<file path="config.mk">
export PLATFORM = sky130hd
export DESIGN_NAME = fpu_op_scheduler
export DESIGN_NICKNAME = d
export VERILOG_FILES = /design/src/rtl/fpu_op_scheduler.sv
export SDC_FILE = /design/constraint.sdc
export NUM_CORES = 1
export LEC_CHECK = 0
export ABC_AREA = 1
export BUFFER_PORTS_ARGS = -buffer_cell sky130_fd_sc_hd__buf_2
export CORE_AREA = 4 4 160 162
export CTS_CLUSTER_DIAMETER = 60
export DETAILED_ROUTE_END_ITERATION = 7
export DIE_AREA = 0 0 164 166
export PLACE_DENSITY = 0.57
export SLEW_MARGIN = 20
export SYNTH_ARGS = -nofsm -noshare
export SYNTH_HDL_FRONTEND = slang
export SYNTH_SLANG_ARGS = --single-unit
</file>
<file path="constraint.sdc">
create_clock -name MCLK -period 6.9 [get_ports MCLK]
set_clock_uncertainty 0.05 [all_clocks]
set_input_delay 0 -clock MCLK [delete_from_list [all_inputs] [get_ports MCLK]]
set_output_delay 0 -clock MCLK [all_outputs]
set_load 0.1 [all_outputs]
</file>
<file path="src/rtl/fpu_op_scheduler.sv">
// Round-robin scheduler sharing one combinational FPU between REQ_COUNT requesters.
// Define FPU_OP_SCHEDULER_FIXED_PRIORITY_EN for fixed lowest-index-wins arbitration.
module fpu_op_scheduler #(
    parameter int REQ_COUNT = 4,
    parameter int ID_W      = 2,
    parameter int WAIT_ADD  = 1,
    parameter int WAIT_MUL  = 1,
    parameter int WAIT_DIV  = 4,
    parameter int WAIT_CVT  = 1
) (
    input  logic                    MCLK,
    input  logic                    RST,
    input  logic [REQ_COUNT-1:0]    REQ_VALID,
    output logic [REQ_COUNT-1:0]    REQ_READY,
    input  logic [3*REQ_COUNT-1:0]  REQ_OP,
    input  logic [32*REQ_COUNT-1:0] REQ_A,
    input  logic [32*REQ_COUNT-1:0] REQ_B,
    output logic                    RSP_VALID,
    input  logic                    RSP_READY,
    output logic [ID_W-1:0]         RSP_ID,
    output logic [31:0]             RSP_DATA,
    output logic [2:0]              FPU_OP,
    output logic [31:0]             FPU_A,
    output logic [31:0]             FPU_B,
    input  logic [31:0]             FPU_O,
    output logic                    BUSY
);

    localparam int CNT_W = 8;
    localparam logic [2:0] OP_ADD = 3'd0;
    localparam logic [2:0] OP_MUL = 3'd1;
    localparam logic [2:0] OP_DIV = 3'd2;
    localparam logic [2:0] OP_F2I = 3'd3;
    localparam logic [2:0] OP_I2F = 3'd4;
    localparam logic [31:0] QNAN  = 32'h7FC0_0000;

    typedef enum logic [1:0] {IDLE, EXEC, RESP} state_t;

    state_t            state;
    state_t            next_state;
    logic [ID_W-1:0]   win;
    logic              found;
    logic [ID_W-1:0]   id_q;
    logic [2:0]        op_q;
    logic [31:0]       a_q;
    logic [31:0]       b_q;
    logic [31:0]       data_q;
    logic [CNT_W-1:0]  cnt;
    logic [2:0]        win_op;
    logic              win_legal;
    logic              win_cvt;

    logic [2:0]  op_arr [REQ_COUNT];
    logic [31:0] a_arr  [REQ_COUNT];
    logic [31:0] b_arr  [REQ_COUNT];

    for (genvar g = 0; g < REQ_COUNT; g++) begin : g_unpack
        assign op_arr[g] = REQ_OP[3*g +: 3];
        assign a_arr[g]  = REQ_A[32*g +: 32];
        assign b_arr[g]  = REQ_B[32*g +: 32];
    end

`ifdef FPU_OP_SCHEDULER_FIXED_PRIORITY_EN
    always_comb begin
        found = 1'b0;
        win   = '0;
        for (int i = 0; i < REQ_COUNT; i++) begin
            if (!found && REQ_VALID[ID_W'(i)]) begin
                found = 1'b1;
                win   = ID_W'(i);
            end
        end
    end
`else
    logic [ID_W-1:0] ptr;

    // Search starts at the pointer and wraps, so the last-served requester goes to the back.
    always_comb begin
        logic [ID_W-1:0] idx;
        found = 1'b0;
        win   = '0;
        idx   = '0;
        for (int i = 0; i < REQ_COUNT; i++) begin
            idx = ID_W'((int'(ptr) + i) % REQ_COUNT);
            if (!found && REQ_VALID[idx]) begin
                found = 1'b1;
                win   = idx;
            end
        end
    end

    always_ff @(posedge MCLK) begin
        if (RST) begin
            ptr <= '0;
        end else if (state == RESP && RSP_READY) begin
            ptr <= (id_q == ID_W'(REQ_COUNT - 1)) ? '0 : id_q + 1'b1;
        end
    end
`endif

    assign win_op    = op_arr[win];
    assign win_legal = (win_op <= OP_I2F);
    assign win_cvt   = (win_op == OP_F2I) || (win_op == OP_I2F);

    function automatic logic [CNT_W-1:0] wait_load(input logic [2:0] op);
        case (op)
            OP_ADD:  return CNT_W'(WAIT_ADD - 1);
            OP_MUL:  return CNT_W'(WAIT_MUL - 1);
            OP_DIV:  return CNT_W'(WAIT_DIV - 1);
            default: return CNT_W'(WAIT_CVT - 1);
        endcase
    endfunction

    always_ff @(posedge MCLK) begin
        if (RST) begin
            state <= IDLE;
        end else begin
            state <= next_state;
        end
    end

    always_comb begin
        next_state = state;
        case (state)
            IDLE: if (found) next_state = win_legal ? EXEC : RESP;
            EXEC: if (cnt == '0) next_state = RESP;
            RESP: if (RSP_READY) next_state = IDLE;
            default: next_state = IDLE;
        endcase
    end

    // FPU operand registers only change on a legal accept, so the datapath bus never toggles otherwise.
    always_ff @(posedge MCLK) begin
        if (RST) begin
            id_q   <= '0;
            op_q   <= '0;
            a_q    <= '0;
            b_q    <= '0;
            data_q <= '0;
            cnt    <= '0;
        end else begin
            case (state)
                IDLE: begin
                    if (found) begin
                        id_q <= win;
                        if (win_legal) begin
                            op_q <= win_op;
                            a_q  <= a_arr[win];
                            b_q  <= win_cvt ? 32'd0 : b_arr[win];
                            cnt  <= wait_load(win_op);
                        end else begin
                            data_q <= QNAN;
                        end
                    end
                end
                EXEC: begin
                    if (cnt == '0) begin
                        data_q <= FPU_O;
                    end else begin
                        cnt <= cnt - 1'b1;
                    end
                end
                default: ;
            endcase
        end
    end

    always_comb begin
        REQ_READY = '0;
        if (state == IDLE && found) begin
            REQ_READY[win] = 1'b1;
        end
        RSP_VALID = (state == RESP);
        BUSY      = (state != IDLE);
    end

    assign RSP_ID   = id_q;
    assign RSP_DATA = data_q;
    assign FPU_OP   = op_q;
    assign FPU_A    = a_q;
    assign FPU_B    = b_q;

endmodule

</file>
==> out/qor.yml <==
outcome: "complete, no violations"
cp-start-kind: "flip-flop"
grt_pass1_vias: 8562
setup_viol: 0
ys_seq_area_share_pct: 31.5
slew_violations: 0
grt_max_degree: 79
chipHeight_um: 166
netlist_instances: 1106
r2r-start: "ptr[0]"
grt_first_pass_wirelength_um: 45800
max_freq_mhz: 197
mostFrequentLayoutCell: "buf_2"
wirelength_um: 30300
hp-class: "input pin to flip-flop"
gp_congestion: 0.890
yosysTopAreaCellShare_pct: 31.5
htreeDepth: 4
rows: 57
first_iter_violations: 553
grtUsageTotal_pct: 21.0
multi_input_area_um2: 4220
setup_ws_ps: 1830
cts_tree: "yes"
holdCritStartpoint: "REQ_A[33]"
tns_ps: 0
postCtsSetupBuffers: 0
end_kind: "flip-flop"
ant_nets: 0
fin_cells: 1899
crit_arrival_ps: 5320
first_pass_iters: 5
fin_crit_sh_pct: 73.5
peakVddDrop_uv: 314
p_leak_uw: 0.00536
cts.path.max_buffers: 2
drive_above_1_share_pct: 34.3
antenna_found_initial: 5
syn_nets: 1416
final_cell_mix: "413 x buf_2, 222 x nor2_1, 175 x o21ai_0"
die_x_um: 164
clk_pin_slew_ps: 50
io_pins: 414
dp_slack_ps: 1760
hold_viol_final: 0
grt-ovfl-total: 0
drcViolationCount: 0
synth_warnings: 0
dp_hpwl_um: 22100
syn_avg_cell_area_um2: 6.50
drv_cap: 0
start_util_pct: 29.8
slew_headroom_pct: 26.4
crit_fanout: 78
clock_latency_ps: 410
root_buffer: "clkbuf_16"
netlist_top_cells_area: "dfxtp_1 31%, o21ai_0 12%, nor2_1 12%, nand2_1 7.5%, nand4_1 5.5%"
numCtsBuffers: 17
netlist_area_um2: 7190
finalNetCount: 1872
synth.distinct_cells: 31
crit_start: "ptr[0]"
regArea_um2: 2260
wl_per_cell_um: 16.0
viasPerCell: 4.75
crit_type: "flip-flop to flip-flop"
crit_required_ps: 7150
portBuffers: 413
fin_crit_ps: 5070
ys_ff_latch: 113
tightest_slew_ps: 1100
core_um2: 24100
clock_sinks: 113
power.density_nw_per_um2: 557
r2r_slack_ps: 1830
syn_to_final_growth_pct: 51.9
fill_cells: 2585
vias: 9013
grt_setup_unrepaired: "no"
dp_cells: 1765
dieArea_um2: 27200
synth_area_leader_cell: "dfxtp_1"
==> cell usage after synthesis, drive strengths merged <==
library cell  instances
a21oi                74
buf                  39
clkbuf               46
clkinv                1
dfxtp               113
ha                    3
inv                  78
mux2i                32
nand2               185
nand3                27
nand4                63
nor2                225
nor3                  4
nor3b                 1
o21ai               202
o31ai                 9
or2                   4
==> final timing paths <==
| path | cells past startpoint | endpoint |
|---|---|---|
| worst max-delay path | 17 | FPU_A[10] |
| worst min-delay path | 5 | FPU_A[1] |
| worst max register to register | 17 | FPU_A[10] |
| worst min register to register | 2 | RSP_DATA[29] |
==> metal layers <==
metal	track usage [%]	wire, µm	vias to the layer above
li1	-	-	4596
met1	25.0	12100	4083
met2	37.0	15300	301
met3	5.86	2260	31
met4	5.73	645	2
met5	0	13	-
==> timing repair <==
action,4_1_cts,5_1_grt
gates resized for setup,0,0
hold buffers,102,0
hold endpoints to repair,81,0
==> final cells by class <==
class,count,area share (%)
antenna,2,0.0458
clock buffer,21,4.40
multi-input combinational,829,38.6
tap,324,3.71
inverter,79,2.76
clock inverter,9,0.986
timing repair buffer,522,28.8
sequential,113,20.7
==> worst max-delay path, stage by stage, from the launching register on <==
cell and delay [ps]:
dfxtp_1 590, nand2_1 140, nand3_1 130, nand2_1 90
nand2_1 110, nand2_1 70, nand2_2 140, nand3_4 600
inv_2 740, nand2_1 100, nand2_1 80, nand2_1 80
nand2_4 140, nand2_4 250, nand2_4 770, inv_2 510
nor2_1 210, nor2_1 70
==> cells by family (layout without fill, tap and decap cells) <==
family,Yosys count,count (layout),synth area share [%]
compound gates,285,285,21.7
simple gates,509,509,31.7
buf+inv,164,631,10.1
other cells,0,2,0
mux,32,32,4.46
fa+ha+maj,3,3,0.522
flops,113,113,31.5
==> power by group <==
| part | total (µW) | internal [µW] | switching [µW] |
|---|---|---|---|
| Clock | 878 | 564 | 314 |
| Sequential | 992 | 866 | 126 |
| Combinational | 4210 | 999 | 3210 |
| Total | 6080 | 2430 | 3650 |
==> registers in the layout, summed over array words and instances (netlist names) <==
name,count
FPU_B,32
ptr,2
FPU_OP,3
RSP_ID,2
RSP_DATA,32
state,2
cnt,8
FPU_A,32
==> per-stage QoR <==
stage	hold WS (ps)	utilization, %	area (µm²)	power (µW)
after detailed placement	236	38.6	9300	5060
after floorplan	121	-	7190	4350
final	8.98	45.3	10900	6080
after global routing	4.96	45.3	10900	6510
after CTS	0.293	45.3	10900	6120
after global placement	224	38.6	9300	5040
(Power assumes the default switching activity.)
